**config.mk**
```make
export PLATFORM = sky130hd
export DESIGN_NAME = note_osc
export DESIGN_NICKNAME = d
export VERILOG_FILES = /design/src/rtl/synth_pkg.sv /design/src/rtl/note_step_rom.sv /design/src/rtl/note_osc.sv
export SDC_FILE = /design/constraint.sdc
export NUM_CORES = 1
export LEC_CHECK = 0
export CORE_MARGIN = 2
export CORE_UTILIZATION = 55
export CTS_BUF_LIST = sky130_fd_sc_hd__clkbuf_8 sky130_fd_sc_hd__clkbuf_16
export DETAILED_ROUTE_END_ITERATION = 16
export PLACE_DENSITY_LB_ADDON = 0.25
export SLEW_MARGIN = 30
export SYNTH_ARGS = -nofsm -noshare
export SYNTH_HDL_FRONTEND = slang
export SYNTH_SLANG_ARGS = --single-unit
```
**constraint.sdc**
```tcl
create_clock -name clk -period 4.85 [get_ports clk]
set_input_delay 0.7275 -clock clk [delete_from_list [all_inputs] [get_ports clk]]
set_output_delay 0.7275 -clock clk [all_outputs]
set_load 0.02 [all_outputs]
```
**src/rtl/synth_pkg.sv**
```systemverilog
// Shared constants and waveform shaping for the note oscillator.
package synth_pkg;

    localparam int unsigned PHASE_WIDTH  = 22;
    localparam int unsigned SAMPLE_WIDTH = 16;
    localparam int unsigned NOTE_WIDTH   = 6;
    localparam int unsigned SAMPLE_RATE  = 48000;

    localparam logic [1:0] WAVE_SAW    = 2'd0;
    localparam logic [1:0] WAVE_SQUARE = 2'd1;
    localparam logic [1:0] WAVE_TRI    = 2'd2;
    localparam logic [1:0] WAVE_SILENT = 2'd3;

    localparam logic [NOTE_WIDTH-1:0] NOTE_REST = 6'd0;
    localparam logic [NOTE_WIDTH-1:0] NOTE_A4   = 6'd49;

    localparam logic [SAMPLE_WIDTH-1:0] SQUARE_POS = 16'h3FFF;
    localparam logic [SAMPLE_WIDTH-1:0] SQUARE_NEG = 16'hC001;

    // Map the top 16 phase bits onto a signed sample; offset-binary flips the MSB.
    function automatic logic [SAMPLE_WIDTH-1:0] wave_sample(
        input logic [1:0]             sel,
        input logic [PHASE_WIDTH-1:0] phase
    );
        logic [SAMPLE_WIDTH-1:0] u;
        logic [SAMPLE_WIDTH-2:0] t;
        logic [SAMPLE_WIDTH-1:0] res;
        u   = phase[PHASE_WIDTH-1 -: SAMPLE_WIDTH];
        t   = u[SAMPLE_WIDTH-1] ? ~u[SAMPLE_WIDTH-2:0] : u[SAMPLE_WIDTH-2:0];
        res = '0;
        case (sel)
            WAVE_SAW:    res = {~u[SAMPLE_WIDTH-1], u[SAMPLE_WIDTH-2:0]};
            WAVE_SQUARE: res = u[SAMPLE_WIDTH-1] ? SQUARE_NEG : SQUARE_POS;
            WAVE_TRI:    res = {~t[SAMPLE_WIDTH-2], t[SAMPLE_WIDTH-3:0], 1'b0};
            default:     res = '0;
        endcase
        return res;
    endfunction

endpackage

```
**src/rtl/note_step_rom.sv**
```systemverilog
// Equal-tempered phase increment per note: round(440*2^((n-49)/12)*2^22/48000).
module note_step_rom
    import synth_pkg::*;
(
    input  logic [NOTE_WIDTH-1:0]  note,
    output logic [PHASE_WIDTH-1:0] step
);

    always_comb begin
        step = '0;
        case (note)
            6'd1:  step = 22'd2403;   6'd2:  step = 22'd2546;   6'd3:  step = 22'd2697;
            6'd4:  step = 22'd2858;   6'd5:  step = 22'd3028;   6'd6:  step = 22'd3208;
            6'd7:  step = 22'd3398;   6'd8:  step = 22'd3600;   6'd9:  step = 22'd3815;
            6'd10: step = 22'd4041;   6'd11: step = 22'd4282;   6'd12: step = 22'd4536;
            6'd13: step = 22'd4806;   6'd14: step = 22'd5092;   6'd15: step = 22'd5395;
            6'd16: step = 22'd5715;   6'd17: step = 22'd6055;   6'd18: step = 22'd6415;
            6'd19: step = 22'd6797;   6'd20: step = 22'd7201;   6'd21: step = 22'd7629;
            6'd22: step = 22'd8083;   6'd23: step = 22'd8563;   6'd24: step = 22'd9072;
            6'd25: step = 22'd9612;   6'd26: step = 22'd10184;  6'd27: step = 22'd10789;
            6'd28: step = 22'd11431;  6'd29: step = 22'd12110;  6'd30: step = 22'd12830;
            6'd31: step = 22'd13593;  6'd32: step = 22'd14402;  6'd33: step = 22'd15258;
            6'd34: step = 22'd16165;  6'd35: step = 22'd17127;  6'd36: step = 22'd18145;
            6'd37: step = 22'd19224;  6'd38: step = 22'd20367;  6'd39: step = 22'd21578;
            6'd40: step = 22'd22861;  6'd41: step = 22'd24221;  6'd42: step = 22'd25661;
            6'd43: step = 22'd27187;  6'd44: step = 22'd28803;  6'd45: step = 22'd30516;
            6'd46: step = 22'd32331;  6'd47: step = 22'd34253;  6'd48: step = 22'd36290;
            6'd49: step = 22'd38448;  6'd50: step = 22'd40734;  6'd51: step = 22'd43156;
            6'd52: step = 22'd45722;  6'd53: step = 22'd48441;  6'd54: step = 22'd51322;
            6'd55: step = 22'd54373;  6'd56: step = 22'd57607;  6'd57: step = 22'd61032;
            6'd58: step = 22'd64661;  6'd59: step = 22'd68506;  6'd60: step = 22'd72580;
            6'd61: step = 22'd76896;  6'd62: step = 22'd81468;  6'd63: step = 22'd86312;
            default: step = '0;
        endcase
    end

endmodule

```
**src/rtl/note_osc.sv**
```systemverilog
// Phase-accumulator note oscillator; note changes land on the next phase wrap.
module note_osc
    import synth_pkg::*;
(
    input  logic                    clk,
    input  logic                    reset,
    input  logic                    generate_next,
    input  logic                    note_load,
    input  logic [NOTE_WIDTH-1:0]   note,
    input  logic [1:0]              wave_sel,
    output logic [SAMPLE_WIDTH-1:0] sample_out,
    output logic                    sample_ready,
    output logic                    wrapped,
    output logic [NOTE_WIDTH-1:0]   active_note
);

    logic [PHASE_WIDTH-1:0] phase;
    logic [PHASE_WIDTH-1:0] step;
    logic [PHASE_WIDTH-1:0] rom_step_c;
    logic [NOTE_WIDTH-1:0]  pending_note;
    logic                   pending_valid;
    logic                   s1_valid;
    logic                   wrap_q;

    logic [NOTE_WIDTH-1:0]  apply_note_c;
    logic                   apply_valid_c;
    logic [PHASE_WIDTH:0]   sum_c;
    logic                   restart_c;
    logic                   apply_c;

    // A note_load arriving with the apply wins over the older pending value.
    always_comb begin
        apply_note_c  = note_load ? note : pending_note;
        apply_valid_c = note_load | pending_valid;
        sum_c         = {1'b0, phase} + {1'b0, step};
        restart_c     = generate_next && apply_valid_c && (step == '0);
        apply_c       = restart_c || (generate_next && apply_valid_c && sum_c[PHASE_WIDTH]);
    end

    note_step_rom u_step_rom (
        .note (apply_note_c),
        .step (rom_step_c)
    );

    always_ff @(posedge clk or posedge reset) begin
        if (reset) begin
            phase         <= '0;
            step          <= '0;
            active_note   <= '0;
            pending_note  <= '0;
            pending_valid <= 1'b0;
            s1_valid      <= 1'b0;
            wrap_q        <= 1'b0;
            sample_out    <= '0;
            sample_ready  <= 1'b0;
            wrapped       <= 1'b0;
        end else begin
            s1_valid <= generate_next;

            // Stage 1: advance phase; an idle oscillator restarts from zero on a new note.
            if (restart_c) begin
                phase  <= rom_step_c;
                wrap_q <= 1'b0;
            end else if (generate_next) begin
                phase  <= sum_c[PHASE_WIDTH-1:0];
                wrap_q <= sum_c[PHASE_WIDTH];
            end

            if (apply_c) begin
                step          <= rom_step_c;
                active_note   <= apply_note_c;
                pending_note  <= apply_note_c;
                pending_valid <= 1'b0;
            end else if (note_load) begin
                pending_note  <= note;
                pending_valid <= 1'b1;
            end

            // Stage 2: shape the updated phase.
            sample_ready <= s1_valid;
            wrapped      <= s1_valid & wrap_q;
            if (s1_valid) begin
                sample_out <= (step == '0) ? '0 : wave_sample(wave_sel, phase);
            end
        end
    end

endmodule
```
==> impl_metrics.ini <==
[worst_setup_path]
worst_ep_required_time_ns = 5.09
crit_type = in -> reg
cp-end-kind = register
worstPathMaxFanout = 28
critical_path.startpoint_type = input port
arrival_ns = 3.95

[clocking]
htree_levels = 3
cts_tree = built
clockBufferDepth = 2
clk_latency_ns = 0.36
hold_buffers = 0
cts_sinks = 72
clk_pin_slew_ns = 0.09
cts_resized = 0
post_cts_buffers = 0
cts_inserted_buffers = 9
root_buffer = clkbuf_8

[placed_design]
gp_congestion = 0.996
dp_cells = 845
port_buffers = 35
dp_hpwl_um = 13700
dp_slack_ns = 0.825

[logic_synthesis]
synth_area_mm2 = 0.00576
synthCells = 713
syn-num-nets = 755
netlist-cell-type-count = 75
synth.largest_area_cell = dfrtp_1
ys_warn_count = 0
synthTopCellsByArea = dfrtp_1, a21oi_1, ha_1
yosysSeqAreaShare = 0.313
netlist.area_leader.share = 0.313
synthArstFlopShare = 1.00
ys_ff_latch = 72
synth-edff-count = 0
ys.flop_type = dfrtp_1
avgSynthCellArea_um2 = 8.08

[timing]
fin_crit_ns = 3.71
hold_violations = 0
skew_ns = 0.0146
maxSlewHeadroom = 0.249
timing.final.ws_setup_ns = 1.14
setup_viol = 0
rsz0062_at_grt = false
fmax_mhz = 270
fin_setup_tns_ns = 0
finalMaxSlewViolations = 0
post-route-period-util = 0.764
worst_pin_slew_ns = 1.11

[drt]
dr.first_iter.drc_count = 762
wire_per_inst_um = 21.5
drt-total-wl_um = 18500
postRouteAntennaNets = 0
drc = 0
drt_first_pass_iters = 6
routed_via_density = 6.65
via_count = 5731

[power]
clockPowerShare = 0.174
irDropWorstVdd_mv = 0.385
seqPwrFrac = 0.307
leakagePower_nw = 2.70
switching_share = 0.451
p_total_w = 0.00332
p_comb_frac = 0.520
power_density_mw_per_mm2 = 521
power.switching_w = 0.00150
p_int_w = 0.00182

[min_path]
hp-class = reg -> reg

[grt]
antenna_found_initial = 0
grt.total_usage = 0.339
grt_pass1_wl_um = 30000
grt_overflow = 0
first_global_vias = 5408
grt_max_degree = 41

[die]
row_count = 37
die_h_um = 106
die_area_mm2 = 0.0113
fp.coreArea_mm2 = 0.0102
pin_count = 36
die_w_um = 106
initial_utilization = 0.563

[finish]
nets = 763
final_core_util = 0.623
fin_cells = 862
ff_latch_area_mm2 = 0.00180
fill_cells = 889
multi_input_area_mm2 = 0.00357
area_growth_pct = 10.8
diodes = 0
final_layout_size_suffix_gt1_frac = 0.0744

[flow_run]
maxCapViolCount = 0

[run_status]
status = finished, final reports clean
## sequential cells by signal (all words and copies together) (netlist names)
| signal | flops |
|---|---|
| sample_out | 16 |
| wrap_q | 1 |
| sample_ready | 1 |
| step | 17 |
| active_note | 6 |
| s1_valid | 1 |
| phase | 22 |
| pending_valid | 1 |
| pending_note | 6 |
| wrapped | 1 |
## cell usage in the layout (no fill, tap or decap), types with 3 or more instances in the layout
master and count:
o32ai_1 4, o31ai_1 4, mux2i_4 3, nand4_1 4, a22oi_1 11, and3_1 5, nor4_1 3, o2bb2ai_1 3
nor3b_1 4, nand3_1 11, o22ai_1 24, mux2_1 3, clkdlybuf4s50_1 35, clkbuf_8 9, a31oi_1 13, inv_2 3
nor2b_1 6, o21ai_1 11, inv_1 30, nor3_1 9, buf_4 14, dfrtp_1 72, mux2_2 3, o211ai_1 7
mux2i_1 10, o21ai_0 31, o21bai_1 5, a211oi_1 15, nor2_1 75, o22a_1 13, xnor2_1 10, a21o_1 14
a221oi_1 4, ha_1 29, a21oi_1 99, nand2_1 58, nand2b_1 7, xor2_1 5, o221ai_1 3
## worst max-delay path, cell delays in order
cell and delay [ns]:
clkdlybuf4s50_1 0.56, buf_4 0.32, mux2i_1 0.12, buf_4 0.22, inv_1 0.21, ha_1 0.56
inv_1 0.19, mux4_2 0.50, nand2_1 0.09, o311ai_1 0.13, mux2_1 0.32
## cell families (layout without fill, tap and decap cells)
| family | count (synthesis) | after routing | share of synthesized area |
|---|---|---|---|
| xor+xnor | 15 | 15 | 0.0228 |
| mux | 20 | 20 | 0.0448 |
| simple gates | 195 | 195 | 0.152 |
| compound gates | 291 | 291 | 0.331 |
| flops | 72 | 72 | 0.313 |
| buf+inv | 89 | 102 | 0.0674 |
| fa+ha+maj | 31 | 31 | 0.0684 |
## final timing paths
path / end / depth (start not counted) / slack (ns) / startpoint
worst min-delay path: wrap_q / 1 / 0.52 / wrap_q
worst min register to register: wrap_q / 1 / 0.52 / wrap_q
max in group asynchronous: active_note[0] / 3 / 3.15 / reset
worst max register to register: step[0] / 9 / 1.58 / step[0]
worst max-delay path: step[13] / 11 / 1.14 / note_load
min in group asynchronous: step[0] / 2 / 0.79 / reset
## synth_stat cells (all sizes together), types with 4 or more instances
library cell  number
a211oi            16
a21o              14
a21oi             99
a221oi             5
a22oi             11
a31oi             13
and3               5
buf               23
clkbuf            30
dfrtp             72
ha                29
inv               34
mux2               6
mux2i             13
nand2             59
nand2b             7
nand3             11
nand4              4
nor2              75
nor2b              7
nor3               9
nor3b              4
o211ai             7
o21ai             42
o21bai             5
o22a              13
o22ai             24
o31ai              5
o32ai              4
xnor2             10
xor2               5
## power groups by stage
stage	sequential [W]	clock, W	combinational (W)
after detailed placement	0.00102	0	0.00168
after global placement	0.00101	0	0.00163
final	0.00102	0.000576	0.00173
after global routing	0.00104	0.000609	0.00191
after CTS	0.00101	0.000583	0.00169
after floorplan	0.00100	0	0.00121
## through the flow
| step | hold slack, ns | area (um2) |
|---|---|---|
| 6_report | 0.516 | 6380 |
| 5_1_grt | 0.539 | 6380 |
| 4_1_cts | 0.506 | 6360 |
| 3_5_place_dp | 0.485 | 6130 |
| 3_3_place_gp | 0.465 | 6130 |
| 2_1_floorplan | 0.352 | 5760 |
## metal layers
| metal | routed length (um) | vias to the layer above | GRT usage |
|---|---|---|---|
| li1 | - | 2650 | - |
| met2 | 8280 | 299 | 0.502 |
| met5 | 0 | - | 0 |
| met1 | 8100 | 2745 | 0.489 |
| met3 | 1750 | 37 | 0.0822 |
| met4 | 369 | 0 | 0.101 |
## layout make-up
cell class	instances	share of cell area
inverters	36	0.0214
clock inverters	7	0.0169
multi-input cells	552	0.560
well taps	136	0.0267
clock buffers	9	0.0194
flip-flops and latches	72	0.283
repair buffers	50	0.0732
No activity file was read; power rests on OpenSTA's default activity.
